$ cat config.mk
export PLATFORM = sky130hd
export DESIGN_NAME = axis_cmd_sequencer
export DESIGN_NICKNAME = d
export VERILOG_FILES = /design/src/rtl/axis_seq_pkg.sv /design/src/rtl/seq_skid_buf.sv /design/src/rtl/axis_cmd_sequencer.sv
export SDC_FILE = /design/constraint.sdc
export NUM_CORES = 1
export LEC_CHECK = 0
export CAP_MARGIN = 10
export CELL_PAD_IN_SITES_DETAIL_PLACEMENT = 1
export CELL_PAD_IN_SITES_GLOBAL_PLACEMENT = 1
export CORE_MARGIN = 1.5
export CORE_UTILIZATION = 42
export DETAILED_ROUTE_END_ITERATION = 16
export GPL_TIMING_DRIVEN = 0
export PLACE_DENSITY_LB_ADDON = 0.1
export SLEW_MARGIN = 15
export SYNTH_ARGS = -nofsm -noshare
export SYNTH_HDL_FRONTEND = slang
export SYNTH_SLANG_ARGS = --single-unit
export TNS_END_PERCENT = 1
$ cat constraint.sdc
create_clock -name aclk -period 23.5 [get_ports aclk]
set_input_delay 3.525 -clock aclk [delete_from_list [all_inputs] [get_ports aclk]]
set_output_delay 3.525 -clock aclk [all_outputs]
set_load 0.02 [all_outputs]
$ cat src/rtl/axis_seq_pkg.sv
// Shared definitions for the AXI-Stream command sequencer: opcodes,
// header field positions and the sequencer state encoding.
package axis_seq_pkg;

    localparam logic [7:0] OP_CLEAR = 8'h00;
    localparam logic [7:0] OP_LOAD  = 8'h01;
    localparam logic [7:0] OP_RUN   = 8'h02;
    localparam logic [7:0] OP_READ  = 8'h03;

    // Header layout: [63:56] opcode, [55:48] dest, [31:16] base, [15:0] len
    localparam int OPC_LSB  = 56;
    localparam int DEST_LSB = 48;
    localparam int BASE_LSB = 16;
    localparam int LEN_LSB  = 0;

    typedef enum logic [2:0] {
        S_IDLE,
        S_LOAD,
        S_RUN,
        S_WAIT_DONE,
        S_READ,
        S_DRAIN
    } seq_state_t;

endpackage

$ cat src/rtl/seq_skid_buf.sv
// Two-entry readback buffer (data + last) between the memory read port and
// the S2MM FIFO; reports free slots so the read issuer never overruns it.
module seq_skid_buf (
    input  logic        aclk,
    input  logic        areset,
    input  logic        in_valid,
    input  logic [64:0] in_data,
    input  logic        out_ready,
    output logic        out_valid,
    output logic [64:0] out_data,
    output logic [1:0]  free_slots
);

    logic [64:0] ent_q [2];
    logic        rd_ptr_q;
    logic        wr_ptr_q;
    logic [1:0]  cnt_q;
    logic        pop;

    assign out_valid  = (cnt_q != 2'd0);
    assign out_data   = ent_q[rd_ptr_q];
    assign pop        = out_valid & out_ready;
    // A slot being popped this cycle counts as free, which keeps 1 word/cycle
    assign free_slots = 2'd2 - cnt_q + {1'b0, pop};

    always_ff @(posedge aclk or posedge areset) begin
        if (areset) begin
            ent_q[0] <= '0;
            ent_q[1] <= '0;
            rd_ptr_q <= 1'b0;
            wr_ptr_q <= 1'b0;
            cnt_q    <= 2'd0;
        end else begin
            if (in_valid) begin
                ent_q[wr_ptr_q] <= in_data;
                wr_ptr_q        <= ~wr_ptr_q;
            end
            if (pop)
                rd_ptr_q <= ~rd_ptr_q;
            cnt_q <= cnt_q + {1'b0, in_valid} - {1'b0, pop};
        end
    end

endmodule

$ cat src/rtl/axis_cmd_sequencer.sv
// Command sequencer: pops headers/payload from MM2S, loads memories, runs the
// engine, reads memories back to S2MM. Define SEQ_TIMEOUT_EN for a done watchdog.
module axis_cmd_sequencer
    import axis_seq_pkg::*;
#(
    parameter int N_DEST         = 4,
    parameter int ADDR_W         = 16,
    parameter int TIMEOUT_CYCLES = 65535
) (
    input  logic                      aclk,
    input  logic                      areset,
    input  logic [63:0]               mm2s_data,
    input  logic                      mm2s_valid,
    output logic                      mm2s_ready,
    output logic [63:0]               s2mm_data,
    output logic                      s2mm_valid,
    input  logic                      s2mm_ready,
    output logic                      s2mm_last,
    output logic [N_DEST-1:0]         mem_wr_sel,
    output logic [ADDR_W-1:0]         mem_addr,
    output logic [63:0]               mem_wr_data,
    output logic                      mem_rd_en,
    output logic [$clog2(N_DEST)-1:0] mem_rd_sel,
    input  logic [63:0]               mem_rd_data,
    output logic                      start,
    input  logic                      done,
    output logic                      busy,
    output logic                      err
);

    localparam int         SEL_W    = $clog2(N_DEST);
    localparam logic [7:0] N_DEST_B = 8'(N_DEST);

    seq_state_t  state_q, state_d;
    logic [7:0]  hdr_opc, hdr_dest;
    logic [15:0] hdr_base, hdr_len;
    logic        hdr_dest_ok;
    logic        unused_hdr;

    logic [15:0]       rem_q;
    logic [ADDR_W-1:0] ptr_q;
    logic [SEL_W-1:0]  dest_q;
    logic              dest_ok_q;
    logic              rd_inflight_q, rd_last_q;
    logic [1:0]        free_slots;
    logic [64:0]       skid_out;
    logic              ready_i, hdr_hs, ld_hs, rd_issue, tmo;

    assign hdr_opc     = mm2s_data[OPC_LSB  +: 8];
    assign hdr_dest    = mm2s_data[DEST_LSB +: 8];
    assign hdr_base    = mm2s_data[BASE_LSB +: 16];
    assign hdr_len     = mm2s_data[LEN_LSB  +: 16];
    assign hdr_dest_ok = (hdr_dest < N_DEST_B);
    assign unused_hdr  = ^mm2s_data[47:32];

`ifdef SEQ_TIMEOUT_EN
    logic [31:0] to_cnt_q;

    always_ff @(posedge aclk or posedge areset) begin
        if (areset)
            to_cnt_q <= '0;
        else if (state_q == S_WAIT_DONE)
            to_cnt_q <= to_cnt_q + 32'd1;
        else
            to_cnt_q <= '0;
    end
`else
    localparam int unused_timeout = TIMEOUT_CYCLES;
`endif

    always_ff @(posedge aclk or posedge areset) begin
        if (areset) state_q <= S_IDLE;
        else        state_q <= state_d;
    end

    always_comb begin
        state_d  = state_q;
        ready_i  = 1'b0;
        start    = 1'b0;
        rd_issue = 1'b0;
        hdr_hs   = 1'b0;
        ld_hs    = 1'b0;
        tmo      = 1'b0;
        case (state_q)
            S_IDLE: begin
                ready_i = 1'b1;
                if (mm2s_valid) begin
                    hdr_hs = 1'b1;
                    case (hdr_opc)
                        OP_LOAD: state_d = S_LOAD;
                        OP_RUN:  state_d = S_RUN;
                        OP_READ: state_d = hdr_dest_ok ? S_READ : S_IDLE;
                        default: state_d = S_IDLE;
                    endcase
                end
            end
            S_LOAD: begin
                // Ready is withheld once len words are taken so len=0 pops nothing
                ready_i = (rem_q != 16'd0);
                ld_hs   = ready_i & mm2s_valid;
                if (rem_q == 16'd0 || (ld_hs && rem_q == 16'd1))
                    state_d = S_IDLE;
            end
            S_RUN: begin
                start   = 1'b1;
                state_d = S_WAIT_DONE;
            end
            S_WAIT_DONE: begin
                if (done)
                    state_d = S_IDLE;
`ifdef SEQ_TIMEOUT_EN
                else if (to_cnt_q == 32'(TIMEOUT_CYCLES - 1)) begin
                    tmo     = 1'b1;
                    state_d = S_IDLE;
                end
`endif
            end
            S_READ: begin
                // Leave room for the read already in flight
                rd_issue = (rem_q != 16'd0) && (free_slots > {1'b0, rd_inflight_q});
                if (rem_q == 16'd0)
                    state_d = S_IDLE;
                else if (rd_issue && rem_q == 16'd1)
                    state_d = S_DRAIN;
            end
            S_DRAIN: begin
                if (!rd_inflight_q && !s2mm_valid)
                    state_d = S_IDLE;
            end
            default: state_d = S_IDLE;
        endcase
    end

    assign mm2s_ready = ready_i & ~areset;
    assign mem_rd_en  = rd_issue;
    assign busy       = (state_q != S_IDLE);

    always_ff @(posedge aclk or posedge areset) begin
        if (areset) begin
            mem_wr_sel    <= '0;
            mem_addr      <= '0;
            mem_wr_data   <= '0;
            mem_rd_sel    <= '0;
            err           <= 1'b0;
            rem_q         <= '0;
            ptr_q         <= '0;
            dest_q        <= '0;
            dest_ok_q     <= 1'b0;
            rd_inflight_q <= 1'b0;
            rd_last_q     <= 1'b0;
        end else begin
            mem_wr_sel    <= '0;
            rd_inflight_q <= rd_issue;
            if (rd_issue) begin
                rd_last_q <= (rem_q == 16'd1);
                rem_q     <= rem_q - 16'd1;
                mem_addr  <= mem_addr + ADDR_W'(1);
            end
            if (ld_hs) begin
                mem_wr_sel  <= dest_ok_q ? (N_DEST'(1) << dest_q) : '0;
                mem_addr    <= ptr_q;
                mem_wr_data <= mm2s_data;
                ptr_q       <= ptr_q + ADDR_W'(1);
                rem_q       <= rem_q - 16'd1;
            end
            if (hdr_hs) begin
                rem_q     <= hdr_len;
                ptr_q     <= ADDR_W'(hdr_base);
                dest_q    <= hdr_dest[SEL_W-1:0];
                dest_ok_q <= hdr_dest_ok;
                case (hdr_opc)
                    OP_CLEAR: err <= 1'b0;
                    OP_LOAD:  if (!hdr_dest_ok) err <= 1'b1;
                    OP_RUN:   ;
                    OP_READ: begin
                        if (!hdr_dest_ok) begin
                            err <= 1'b1;
                        end else begin
                            mem_addr   <= ADDR_W'(hdr_base);
                            mem_rd_sel <= hdr_dest[SEL_W-1:0];
                        end
                    end
                    default:  err <= 1'b1;
                endcase
            end
            if (tmo)
                err <= 1'b1;
        end
    end

    seq_skid_buf u_skid (
        .aclk       (aclk),
        .areset     (areset),
        .in_valid   (rd_inflight_q),
        .in_data    ({rd_last_q, mem_rd_data}),
        .out_ready  (s2mm_ready),
        .out_valid  (s2mm_valid),
        .out_data   (skid_out),
        .free_slots (free_slots)
    );

    assign s2mm_data = skid_out[63:0];
    assign s2mm_last = skid_out[64] & s2mm_valid;

endmodule

After elaboration in Yosys (flattened, before gate mapping)
Index checks and enable logic that the tools add are counted.
{"block": "op_classes", "add_sub_neg": 7, "order_cmp": 5, "n_eq_ne": 15, "shift": 1, "mux": 35, "bitwise": 10, "reduce_logical": 20}
{"op": "$mux 65", "count": 4}
{"op": "$mux 16", "count": 10}
{"op": "$bwmux 130", "count": 1}
{"op": "$demux 65 s1", "count": 1}
{"op": "$add 16x1->16 const B", "count": 2}
{"op": "$mux 3", "count": 7}
{"op": "$pmux 3 s6", "count": 1}
{"op": "$eq 16x1->1 const B", "count": 1}
{"op": "$eq 8x2->1 const B", "count": 2}
{"op": "$logic_not 16->1", "count": 1}
{"op": "$reduce_bool 16->1", "count": 1}
{"op": "$sub 16x1->16 const B", "count": 1}
{"op": "$ne 2x2->1 const B", "count": 5}
{"op": "$pmux 3 s3", "count": 1}
{"op": "$eq 8x1->1 const B", "count": 1}
{"op": "$logic_not 8->1", "count": 1}
{"op": "$lt 8x3->1 const B", "count": 1}
{"op": "$mux 4", "count": 2}
{"op": "$eq 3x2->1 const B", "count": 2}
{"op": "$eq 3x3->1 const B", "count": 2}
{"op": "$mux 1", "count": 6}
{"op": "$reduce_and 3->1", "count": 2}
{"op": "$reduce_bool 3->1", "count": 2}
{"op": "$logic_and 1x1->1", "count": 5}
{"op": "20 further kinds", "count": 31}
{"block": "totals", "register_bits": 261, "input_bits": 133, "output_inout_bits": 157}

Longest topological paths before layout
Gate-level depths: netlist (run 1).
{"block": "logic_depth", "ltp_word": 11, "ltp_mapped": 13, "mapped_depth_nobuf": 13}

Hierarchy
From an unflattened synthesis (run 1), not the netlist that was laid out.
{"block": "unflattened", "hier_cells": 1092, "hier_area_um2": 12077.8}
{"module": "axis_cmd_sequencer", "instances": 1, "cells_each": 726, "area_per_inst_um2": 6241.0, "seq_area_each_um2": 3178.0}
{"module": "seq_skid_buf", "instances": 1, "cells_each": 366, "area_per_inst_um2": 5836.8, "seq_area_each_um2": 3353.2}

Worst setup path after synthesis (run 1)
No wires, ideal clock.
{"block": "synth_timing", "path_type": "input port to output port", "start": "input port s2mm_ready", "end": "output port mem_rd_en", "arrival_time_ns": 4.921, "setup_slack_ns": 15.054, "stages": 8, "path_cell_list": "nand2_1 -> ha_1 -> inv_1 -> ha_1 -> nand2b_1 -> a21oi_4 -> nand2_1 -> inv_1"}
{"block": "synth_via", "elab_chain_len": 5}
{"item": "from (decl)", "line": "axis_cmd_sequencer.sv:17", "text": "input logic s2mm_ready,"}
{"item": "$and 1x1->1", "line": "seq_skid_buf.sv:22", "text": "assign pop = out_valid & out_ready;"}
{"item": "$add 2x1->2", "line": "seq_skid_buf.sv:24", "text": "assign free_slots = 2'd2 - cnt_q + {1'b0, pop};"}
{"item": "$gt 2x1->1", "line": "axis_cmd_sequencer.sv:120", "text": "rd_issue = (rem_q != 16'd0) && (free_slots > {1'b0, rd_inflight_q});"}
{"item": "$logic_and 1x1->1", "line": "axis_cmd_sequencer.sv:120"}
{"item": "$mux 1", "line": "axis_cmd_sequencer.sv:84", "text": "case (state_q)"}
{"item": "to (decl)", "line": "axis_cmd_sequencer.sv:22", "text": "output logic mem_rd_en,"}
No other way between the ends.

Worst setup path in the final report (run 1)
Ends and elaborated chain as after synthesis.

==> results of run 1 <==
[routing by layer]
metal,GRT usage,vias up
met2,0.432,238
li1,-,4295
met4,0.0635,0
met3,0.0463,52
met1,0.303,4675
met5,0,-
[state kept, by name, indices dropped and copies added (netlist names), 2 cells and up]
| signal | cells |
|---|---|
| mem_wr_data | 64 |
| ptr_q | 16 |
| u_skid.cnt_q | 2 |
| dest_q | 2 |
| state_q | 3 |
| rem_q | 16 |
| mem_addr | 16 |
| mem_wr_sel | 4 |
| mem_rd_sel | 2 |
| u_skid.ent_q | 130 |
[cells in the mapped netlist, drive strengths merged, types with 4 or more instances]
cell type	instances	area share
xnor2	11	0.0082
ha	8	0.0085
a311oi	4	0.0030
o22ai	12	0.0064
a21oi	32	0.015
clkbuf	35	0.011
or3	4	0.0021
inv	14	0.0044
nand3	17	0.0076
buf	20	0.0082
dfrtp	261	0.55
nor4	5	0.0042
and3	6	0.0032
mux2	194	0.18
a211oi	5	0.0032
nor2	35	0.011
nand4	10	0.0058
and4	6	0.0044
nor3	13	0.0059
o21ai	34	0.015
and2	7	0.0037
nand2	265	0.084
xor2	22	0.016
[per-stage QoR]
step           utilization  instances
2_1_floorplan            -       1060
3_3_place_gp         0.548       1727
3_5_place_dp         0.550       1729
4_1_cts              0.586       1783
5_1_grt              0.586       1783
6_report             0.586       1785
[final cells by class]
type                       instances  area [um^2]  share of cell area
buffer                            55          228              0.0140
clock inverter                    19          186              0.0115
clock buffer                      35          808              0.0498
sequential                       261         6530               0.402
inverter                          14         60.1             0.00370
timing repair buffer             291         2950               0.182
tap                              378          473              0.0291
antenna                            2         5.00            0.000308
multi-input combinational        730         5000               0.308
[power groups by stage]
stage | sequential, mW | clock [mW] | combinational, mW
after global routing | 0.614 | 0.497 | 0.634
after global placement | 0.606 | 0 | 0.578
after detailed placement | 0.608 | 0 | 0.589
after floorplan | 0.662 | 0 | 0.253
after CTS | 0.602 | 0.480 | 0.595
final | 0.603 | 0.470 | 0.588
[worst paths after layout]
| check | start | end | slack, ns |
|---|---|---|---|
| max in group asynchronous | areset | mem_wr_data[32]$_DFFE_PP0P_ | 19.03 |
| max reg2reg | u_skid.cnt_q[1]$_DFF_PP0_ | mem_addr[9]$_DFF_PP0_ | 20.45 |
| max | s2mm_ready | mem_rd_en | 13.70 |
| min | dest_q[0]$_DFFE_PP0P_ | mem_wr_sel[0]$_DFF_PP0_ | 0.47 |
| min in group asynchronous | areset | state_q[1]$_DFFE_PP0P_ | 3.55 |
| min reg2reg | dest_q[0]$_DFFE_PP0P_ | mem_wr_sel[0]$_DFF_PP0_ | 0.47 |
[logic make-up (layout without fill, tap and decap cells)]
logic type                 after synthesis  after routing
and+or+nand+nor                        382            382
DFF                                    261            261
muxes                                  197            197
AOI/OAI and AO/OA                      110            110
buffers and inverters                   69            414
xor gates and xnor gates                33             33
adders and majority gates                8              8
other                                    0              2
[worst reg2reg max path: stages (launching register included)]
cell	delay (ns)
dfrtp_1	0.41
nor2_1	0.08
inv_1	0.11
nand2_1	0.13
ha_1	0.33
inv_1	0.05
ha_1	0.28
nand2b_1	0.17
a2111oi_4	0.69
nand3_1	0.19
xor2_1	0.18
a211oi_1	0.27
a21o_1	0.11
==> metrics, run 1 <==
die outline width=171 um; fraction of layout cells with a size suffix above 1=0.201; CP max stage delay=0.70 ns; clk buf depth=3; worst-path cell chain=clkdlybuf4s50_1 > nand2_1 > ha_1 > inv_1 > ha_1 > nand2b_1 > a21oi_4 > nand2_1 > inv_1 > clkdlybuf4s50_1; Design Area, Final=0.0162 mm^2; Slew HR=0.508; DR top layer=met4; worst setup margin=13.70 ns; Worst Hold Path Cells=1; port bufs=289; Synth Area in Adders=0.00847; Initial Util=0.426; ys async rst share=1.00; placed cell areas=0.0152 mm^2; Mapped Area=0.0118 mm^2; CTS-repair resized insts=0; I/O Pins=290; initial antenna violation count=3; Vias=9260; Hold WC Path Type=flip-flop to flip-flop; Fin Clk Skew=0.0118 ns; syn_nets=1201; wire length on met1=14700 um; library cells used by synthesis=62; crit start category=primary input; max-slew violation count=0; overall die area=0.0291 mm^2; status=completed; f_max=102 MHz; final hold vios=0; Final Setup Violations=0; Layout area overhead=37.5%; post-detailed-route via-to-cell ratio=5.19; post-CTS setup buffer count=0; WL final=35300 um; clk sink count=261; NetSw=0.574 mW; worst hold slack=0.467 ns; WL/cell=19.8 um; top_reg_cell synth=dfrtp_1; Worst path slowest cell=clkdlybuf4s50_1; Final Cycle Share=0.417; Die Span Y=171 um; met2 WL post-DR=17800 um; largest net degree at the start of global routing=101; synth warn=0; vias in the first global route=10100; Routed Antenna Nets=0; share of power burned in registers=0.363; Avg Synthesized Cell Area=11.1 um^2; leak pwr=7.28 nW; critical path depth=10; Placeable Area=0.0277 mm^2; MaxCap Viol Count=0; Clock Latency Late Sink=0.55 ns; first-pass GRT wire length=55300 um; fill count=2944; fin crit period=9.80 ns; row count=61; Clock Root Buffer=clkbuf_16; Pint=1.09 mW; crit path kind=primary input to output pin; Iter 0 DRT Violations=501; RePlAce Congestion=0.836; DP Worst Slack=13.73 ns; CTS Buf Count=29; hold_buf cts=0; XOR/XNOR Fraction of Synth Area=0.0245; commonest cells after routing, fill and taps aside=289 x clkdlybuf4s50_1, 264 x nand2_1, 261 x dfrtp_1; sequential area share after synthesis=0.553; dpl hpwl=24800 um; largest family of logic cells by synthesized area=multiplexers; clock share of power=0.283; H-tree depth=1; Clk pin slew, worst setup/hold paths=0.06 ns; Worst Path Buf+Inv=4; fin nets=1523; Peak VDD IR=63.1 uV; Total Power Consumption=1.66 mW; detailed-route DRC error count=0; number of synthesized flops with an enable pin=0; GRT Util Overall=0.243; setup tns final=0 ns; actual slew at the worst max-slew pin=0.738 ns; delay-heaviest family, CP=buffers and inverters; met3 WL=1970 um; switch share=0.346; Synth Area in Simple Gates=0.143; r2r worst-path depth=12; CTS tree=built; Synth Register Bits=261; mux cell area share after synthesis=0.187; RSZ-0062 raised after global routing=no; aggregate global routing overflow=0; cells after synthesis=1060; Compound-Gate Fraction of Synth Area=0.0596; data required time of the critical path=19.98 ns; drt pass-1 iters=4; CP endpoint kind=output pin; commonest non-fill, non-tap cell in the layout=clkdlybuf4s50_1; combinational power share=0.354; Power Dens Cells=102 mW/mm^2; worst-path fanout max=6; Critical Path AT=6.27 ns
(Power assumes the default switching activity.)
==> run 2: changes to the inputs <==
- CORE_UTILIZATION: 42 -> 39
- clock period: 23.5 -> 9.1 ns (I/O delays scaled with it)
==> run 2 against run 1 <==
  * Worst setup slack lost 10 ns
  * Largest cell class unchanged
  * Critical path depth is the same
  * Wire length shrank 2.6%
  * Die area grew 7.6%
  * Core utilization shrank 4.1 points
  * Cell count grew 0.50%
  * Flip-flop and latch count is the same
  * Clock skew grew 0.0012 ns
  * Clock power grew 140%
  * Worst hold slack lost 0.0024 ns
  * Total power grew to 2.5 times the previous value
==> metrics, run 2 (synthesis results as in run 1) <==
max-slew violation count=0 (unchanged); worst r2r dst=mem_addr[9]$_DFF_PP0_ (unchanged); drt pass-1 iters=4 (unchanged); worst-path fanout max=6 (unchanged); actual slew at the worst max-slew pin=0.707 ns (was 0.738 ns); Critical Path AT=4.10 ns (was 6.27 ns); Power Dens Cells=260 mW/mm^2 (was 102 mW/mm^2); crit start category=primary input (unchanged); Final Cycle Share=0.601; data required time of the critical path=7.74 ns (was 19.98 ns); Placeable Area=0.0297 mm^2 (was 0.0277 mm^2); worst setup margin=3.63 ns (was 13.70 ns); register area=0.00653 mm^2 (unchanged); Total Power Consumption=4.22 mW (was 1.66 mW); first-pass GRT wire length=53900 um (was 55300 um); largest net degree at the start of global routing=96 (was 101); Finished Core Util=0.545 (was 0.586); Most flops, register=u_skid.ent_q (unchanged); Vias=9145 (was 9260); GRT Util Overall=0.219 (was 0.243); status=completed (unchanged); leak pwr=7.26 nW (was 7.28 nW); H-tree depth=1 (unchanged); DP Worst Slack=3.63 ns (was 13.73 ns); Routed Antenna Nets=0 (unchanged); row count=63 (was 61); RePlAce Congestion=0.836 (about the same); overall die area=0.0313 mm^2 (was 0.0291 mm^2); multi-input logic area=0.00500 mm^2 (unchanged); clk sink count=261 (unchanged); Die Span Y=177 um (was 171 um); Fin Clk Skew=0.0131 ns (was 0.0118 ns); CTS Buf Count=30 (was 29); fill count=3236 (was 2944); worst setup path start=s2mm_ready (unchanged); worst hold slack=0.465 ns (was 0.467 ns); HP Start=dest_q[0]$_DFFE_PP0P_ (unchanged); port bufs=289 (unchanged); WL final=34400 um (was 35300 um); MaxCap Viol Count=0 (unchanged); R2R setup slack=6.10 ns (was 20.45 ns); Worst Hold Path Cells=1 (unchanged); Largest regs=u_skid.ent_q x130, mem_wr_data x64 (unchanged); RSZ-0062 raised after global routing=no (unchanged); final hold vios=0 (unchanged); Post-Layout Cell Count=1794 (was 1785); vias in the first global route=9891 (was 10100); Clk pin slew, worst setup/hold paths=0.06 ns (about the same); Iter 0 DRT Violations=392 (was 501); CTS tree=built (unchanged); crit path kind=primary input to output pin (unchanged); Final Setup Violations=0 (unchanged); Slew HR=0.525 (was 0.508); post-detailed-route via-to-cell ratio=5.10 (was 5.19); Initial Util=0.397 (was 0.426); clk buf depth=3 (unchanged); die outline width=177 um (was 171 um); Layout area overhead=37.2% (was 37.5%); placed cell areas=0.0153 mm^2 (was 0.0152 mm^2); detailed-route DRC error count=0 (unchanged); dpl hpwl=24400 um (was 24800 um); Hold EP=mem_wr_sel[2]$_DFF_PP0_ (was mem_wr_sel[0]$_DFF_PP0_); aggregate global routing overflow=0 (unchanged); RR Startpoint=u_skid.cnt_q[1]$_DFF_PP0_ (unchanged); fraction of layout cells with a size suffix above 1=0.193 (was 0.201); fin nets=1524 (was 1523); fin crit period=5.47 ns; r2r worst-path depth=12 (unchanged); WL/cell=19.2 um (was 19.8 um); Clock Latency Late Sink=0.55 ns (about the same); CP endpoint kind=output pin (unchanged); Peak VDD IR=159 uV (was 63.1 uV); Clock Root Buffer=clkbuf_16 (unchanged); setup tns final=0 ns (unchanged); post-CTS setup buffer count=0 (unchanged); f_max=183 MHz; Design Area, Final=0.0162 mm^2 (about the same); Largest register FFs=130 (unchanged); hold_buf cts=0 (unchanged); commonest non-fill, non-tap cell in the layout=clkdlybuf4s50_1 (unchanged); initial antenna violation count=3 (unchanged); CTS-repair resized insts=0 (unchanged); I/O Pins=290 (unchanged); Hold WC Path Type=flip-flop to flip-flop (unchanged); commonest cells after routing, fill and taps aside=289 x clkdlybuf4s50_1, 264 x nand2_1, 261 x dfrtp_1 (unchanged); Inst Count DP=1741 (was 1729)
==> run 2: cell types whose count changed in the layout (fill, tap and decap cells not counted) <==
cell        change
inv_6           -1
clkinvlp_4      -5
clkbuf_8        +3
bufinv_16       -3
clkinv_2        -7
clkbuf_16       +2
clkbuf_1        +8
==> run 2: critical path, stage by stage <==
cell             delay (ns)
clkdlybuf4s50_1        0.46
nand2_1                0.11
ha_1                   0.33
inv_1                  0.05
ha_1                   0.28
nand2b_1               0.18
a21oi_4                0.28
nand2_1                0.22
inv_1                  0.16
clkdlybuf4s50_1        0.67
==> run 2: layout make-up <==
cell class                 count  share of cell area
sequential                   261               0.403
multi-input combinational    730               0.309
timing repair buffer         291               0.182
clock buffer                  48              0.0574
tap                          390              0.0301
buffer                        55              0.0141
inverter                      14             0.00371
clock inverter                 3            0.000927
antenna                        2            0.000309
==> run 2: worst max path at each step <==
stage / end / slack (ns) / cells past startpoint
after floorplan: dest_ok_q$_DFFE_PP0P_ / 0.55 / 1
after global routing: mem_rd_en / 3.43 / 10
after detailed placement: mem_rd_en / 3.63 / 10
after CTS: mem_rd_en / 3.60 / 10
after global placement: u_skid.ent_q[87]$_DFFE_PP0P_ / -3.33 / 2
final: mem_rd_en / 3.63 / 10
==> run 2: metal layers <==
metal | wire (um) | global-route usage
met3 | 2060 | 0.0382
met4 | 719 | 0.0558
met1 | 14600 | 0.282
met2 | 17100 | 0.381
met5 | 0 | 0
==> run 2: power by group <==
group	total [mW]	internal, mW	switching [mW]
Sequential	1.56	1.37	0.182
Combinational	1.51	0.718	0.794
Clock	1.15	0.688	0.465
Total	4.22	2.78	1.44
==> run 3: changes to the inputs <==
- clock period: 9.1 -> 5.58 ns (I/O delays scaled with it)
==> run 3 against run 2 <==
  * Worst hold slack gained 0.0010 ns
  * Clock power grew 68%
  * Die area is the same
  * Flip-flop and latch count is the same
  * Via count is essentially flat
  * Cell area grew 1.1%
  * Non-clock buffer count grew 7
  * Register-to-register slack lost 3.5 ns
  * Combinational power grew 64%
  * Count of clock-buffer cells in the layout shrank 1
  * Sequential power grew 63%
  * Global-route usage grew 0.38 points
  * Critical path type unchanged
==> metrics, run 3 (synthesis results as in run 1) <==
status=completed (unchanged); post-detailed-route via-to-cell ratio=5.07 (was 5.10); r2r worst-path depth=11 (was 12); register area=0.00653 mm^2 (unchanged); Final Setup Violations=0 (unchanged); Finished Core Util=0.551 (was 0.545); Placeable Area=0.0297 mm^2 (unchanged); row count=63 (unchanged); multi-input logic area=0.00500 mm^2 (unchanged); Initial Util=0.397 (unchanged); Largest register FFs=130 (unchanged); vias in the first global route=10000 (was 9891); post-CTS setup buffer count=0 (unchanged); Power Dens Cells=424 mW/mm^2 (was 260 mW/mm^2); RR Startpoint=u_skid.cnt_q[1]$_DFF_PP0_ (unchanged); actual slew at the worst max-slew pin=0.762 ns (was 0.707 ns); Die Span Y=177 um (unchanged); I/O Pins=290 (unchanged); RSZ-0062 raised after global routing=no (unchanged); initial antenna violation count=2 (was 3); dpl hpwl=25400 um (was 24400 um); CTS Buf Count=31 (was 30); f_max=226 MHz; Critical Path End=mem_rd_en (unchanged); Slew HR=0.488 (was 0.525); clk sink count=261 (unchanged); fin nets=1532 (was 1524); crit start category=primary input (unchanged); setup tns final=0 ns (unchanged); GRT Util Overall=0.223 (was 0.219); CP endpoint kind=output pin (unchanged); final hold vios=0 (unchanged); WL/cell=19.3 um (was 19.2 um); Clk pin slew, worst setup/hold paths=0.06 ns (about the same); data required time of the critical path=4.74 ns (was 7.74 ns); Most flops, register=u_skid.ent_q (unchanged); Hold WC Path Type=flip-flop to flip-flop (unchanged); overall die area=0.0313 mm^2 (unchanged); H-tree depth=1 (unchanged); Largest regs=u_skid.ent_q x130, mem_wr_data x64 (unchanged); commonest non-fill, non-tap cell in the layout=clkdlybuf4s50_1 (unchanged); fin crit period=4.42 ns; drt pass-1 iters=4 (unchanged); aggregate global routing overflow=0 (unchanged); port bufs=289 (unchanged); WL final=34900 um (was 34400 um); MaxCap Viol Count=0 (unchanged); fraction of layout cells with a size suffix above 1=0.201 (was 0.193); fill count=3164 (was 3236); Critical Path AT=3.59 ns (was 4.10 ns); Final Cycle Share=0.793; Vias=9152 (was 9145); largest net degree at the start of global routing=36 (was 96); leak pwr=7.35 nW (was 7.26 nW); worst-path fanout max=6 (unchanged); CTS tree=built (unchanged); worst r2r dst=mem_addr[9]$_DFF_PP0_ (unchanged); R2R setup slack=2.64 ns (was 6.10 ns); detailed-route DRC error count=0 (unchanged); worst hold slack=0.466 ns (was 0.465 ns); commonest cells after routing, fill and taps aside=289 x clkdlybuf4s50_1, 264 x nand2_1, 261 x dfrtp_1 (unchanged); worst setup path start=s2mm_ready (unchanged); Clock Root Buffer=clkbuf_16 (unchanged); clk buf depth=3 (unchanged); Layout area overhead=38.7% (was 37.2%); Clock Latency Late Sink=0.56 ns (was 0.55 ns); Iter 0 DRT Violations=354 (was 392); Fin Clk Skew=0.0152 ns (was 0.0131 ns); CTS-repair resized insts=0 (unchanged); Routed Antenna Nets=0 (unchanged); Total Power Consumption=6.95 mW (was 4.22 mW); Peak VDD IR=265 uV (was 159 uV); first-pass GRT wire length=55000 um (was 53900 um); RePlAce Congestion=0.828 (was 0.836); max-slew violation count=0 (unchanged); hold_buf cts=0 (unchanged); crit path kind=primary input to output pin (unchanged); die outline width=177 um (unchanged)
==> run 3: cell types whose count changed in the layout (fill, tap and decap cells not counted), sizes merged <==
| cell | before | now |
|---|---|---|
| clkbuf | 83 | 82 |
| clkinvlp | 0 | 1 |
| buf | 22 | 29 |
| clkinv | 3 | 7 |
==> run 3: worst max-delay path: stages <==
cell and delay, ns:
clkdlybuf4s50_1 0.47, nand2_1 0.11, ha_1 0.33, inv_1 0.04, ha_1 0.28, nand2b_1 0.18
a21oi_4 0.28, nand2_1 0.22, inv_1 0.16, clkdlybuf4s50_1 0.68
==> run 3: power breakdown <==
part | switching (mW) | internal, mW | leakage, nW | total (mW)
clock | 0.784 | 1.15 | 0.498 | 1.93
combinational | 1.30 | 1.18 | 3.54 | 2.48
sequential | 0.299 | 2.24 | 3.31 | 2.54
total | 2.38 | 4.57 | 7.35 | 6.95
==> run 3: metrics by stage <==
stage,area [um^2],setup slack (ns),instances
global placement,15200,-0.880,1739
global route,16400,1.00,1804
finish,16400,1.16,1805
CTS,16400,1.12,1803
floorplan,11800,1.30,1060
detailed placement,15400,1.13,1748
==> run 3: worst min-delay path by stage <==
stage	startpoint	to	cells after the start
after floorplan	dest_q[0]$_DFFE_PP0P_	mem_wr_sel[2]$_DFF_PP0_	1
after global placement	dest_q[0]$_DFFE_PP0P_	mem_wr_sel[2]$_DFF_PP0_	1
after detailed placement	dest_q[0]$_DFFE_PP0P_	mem_wr_sel[2]$_DFF_PP0_	1
after CTS	dest_q[0]$_DFFE_PP0P_	mem_wr_sel[2]$_DFF_PP0_	1
after global routing	dest_q[0]$_DFFE_PP0P_	mem_wr_sel[2]$_DFF_PP0_	1
final	dest_q[0]$_DFFE_PP0P_	mem_wr_sel[2]$_DFF_PP0_	1
==> run 3: routing by layer <==
layer / vias to the layer above / global-route usage / wire, um
li1: 4312 / - / -
met1: 4557 / 0.281 / 14600
met2: 231 / 0.395 / 17400
met3: 52 / 0.0367 / 1990
met4: 0 / 0.0579 / 872
met5: - / 0 / 0
==> run 3: layout make-up <==
| type | instances | share of cell area |
|---|---|---|
| Antenna cell | 2 | 0.000306 |
| Buffer | 55 | 0.0139 |
| Clock buffer | 47 | 0.0571 |
| Clock inverter | 8 | 0.00336 |
| Inverter | 14 | 0.00344 |
| Multi-Input combinational cell | 730 | 0.305 |
| Sequential cell | 261 | 0.399 |
| Tap cell | 390 | 0.0298 |
| Timing Repair Buffer | 298 | 0.188 |
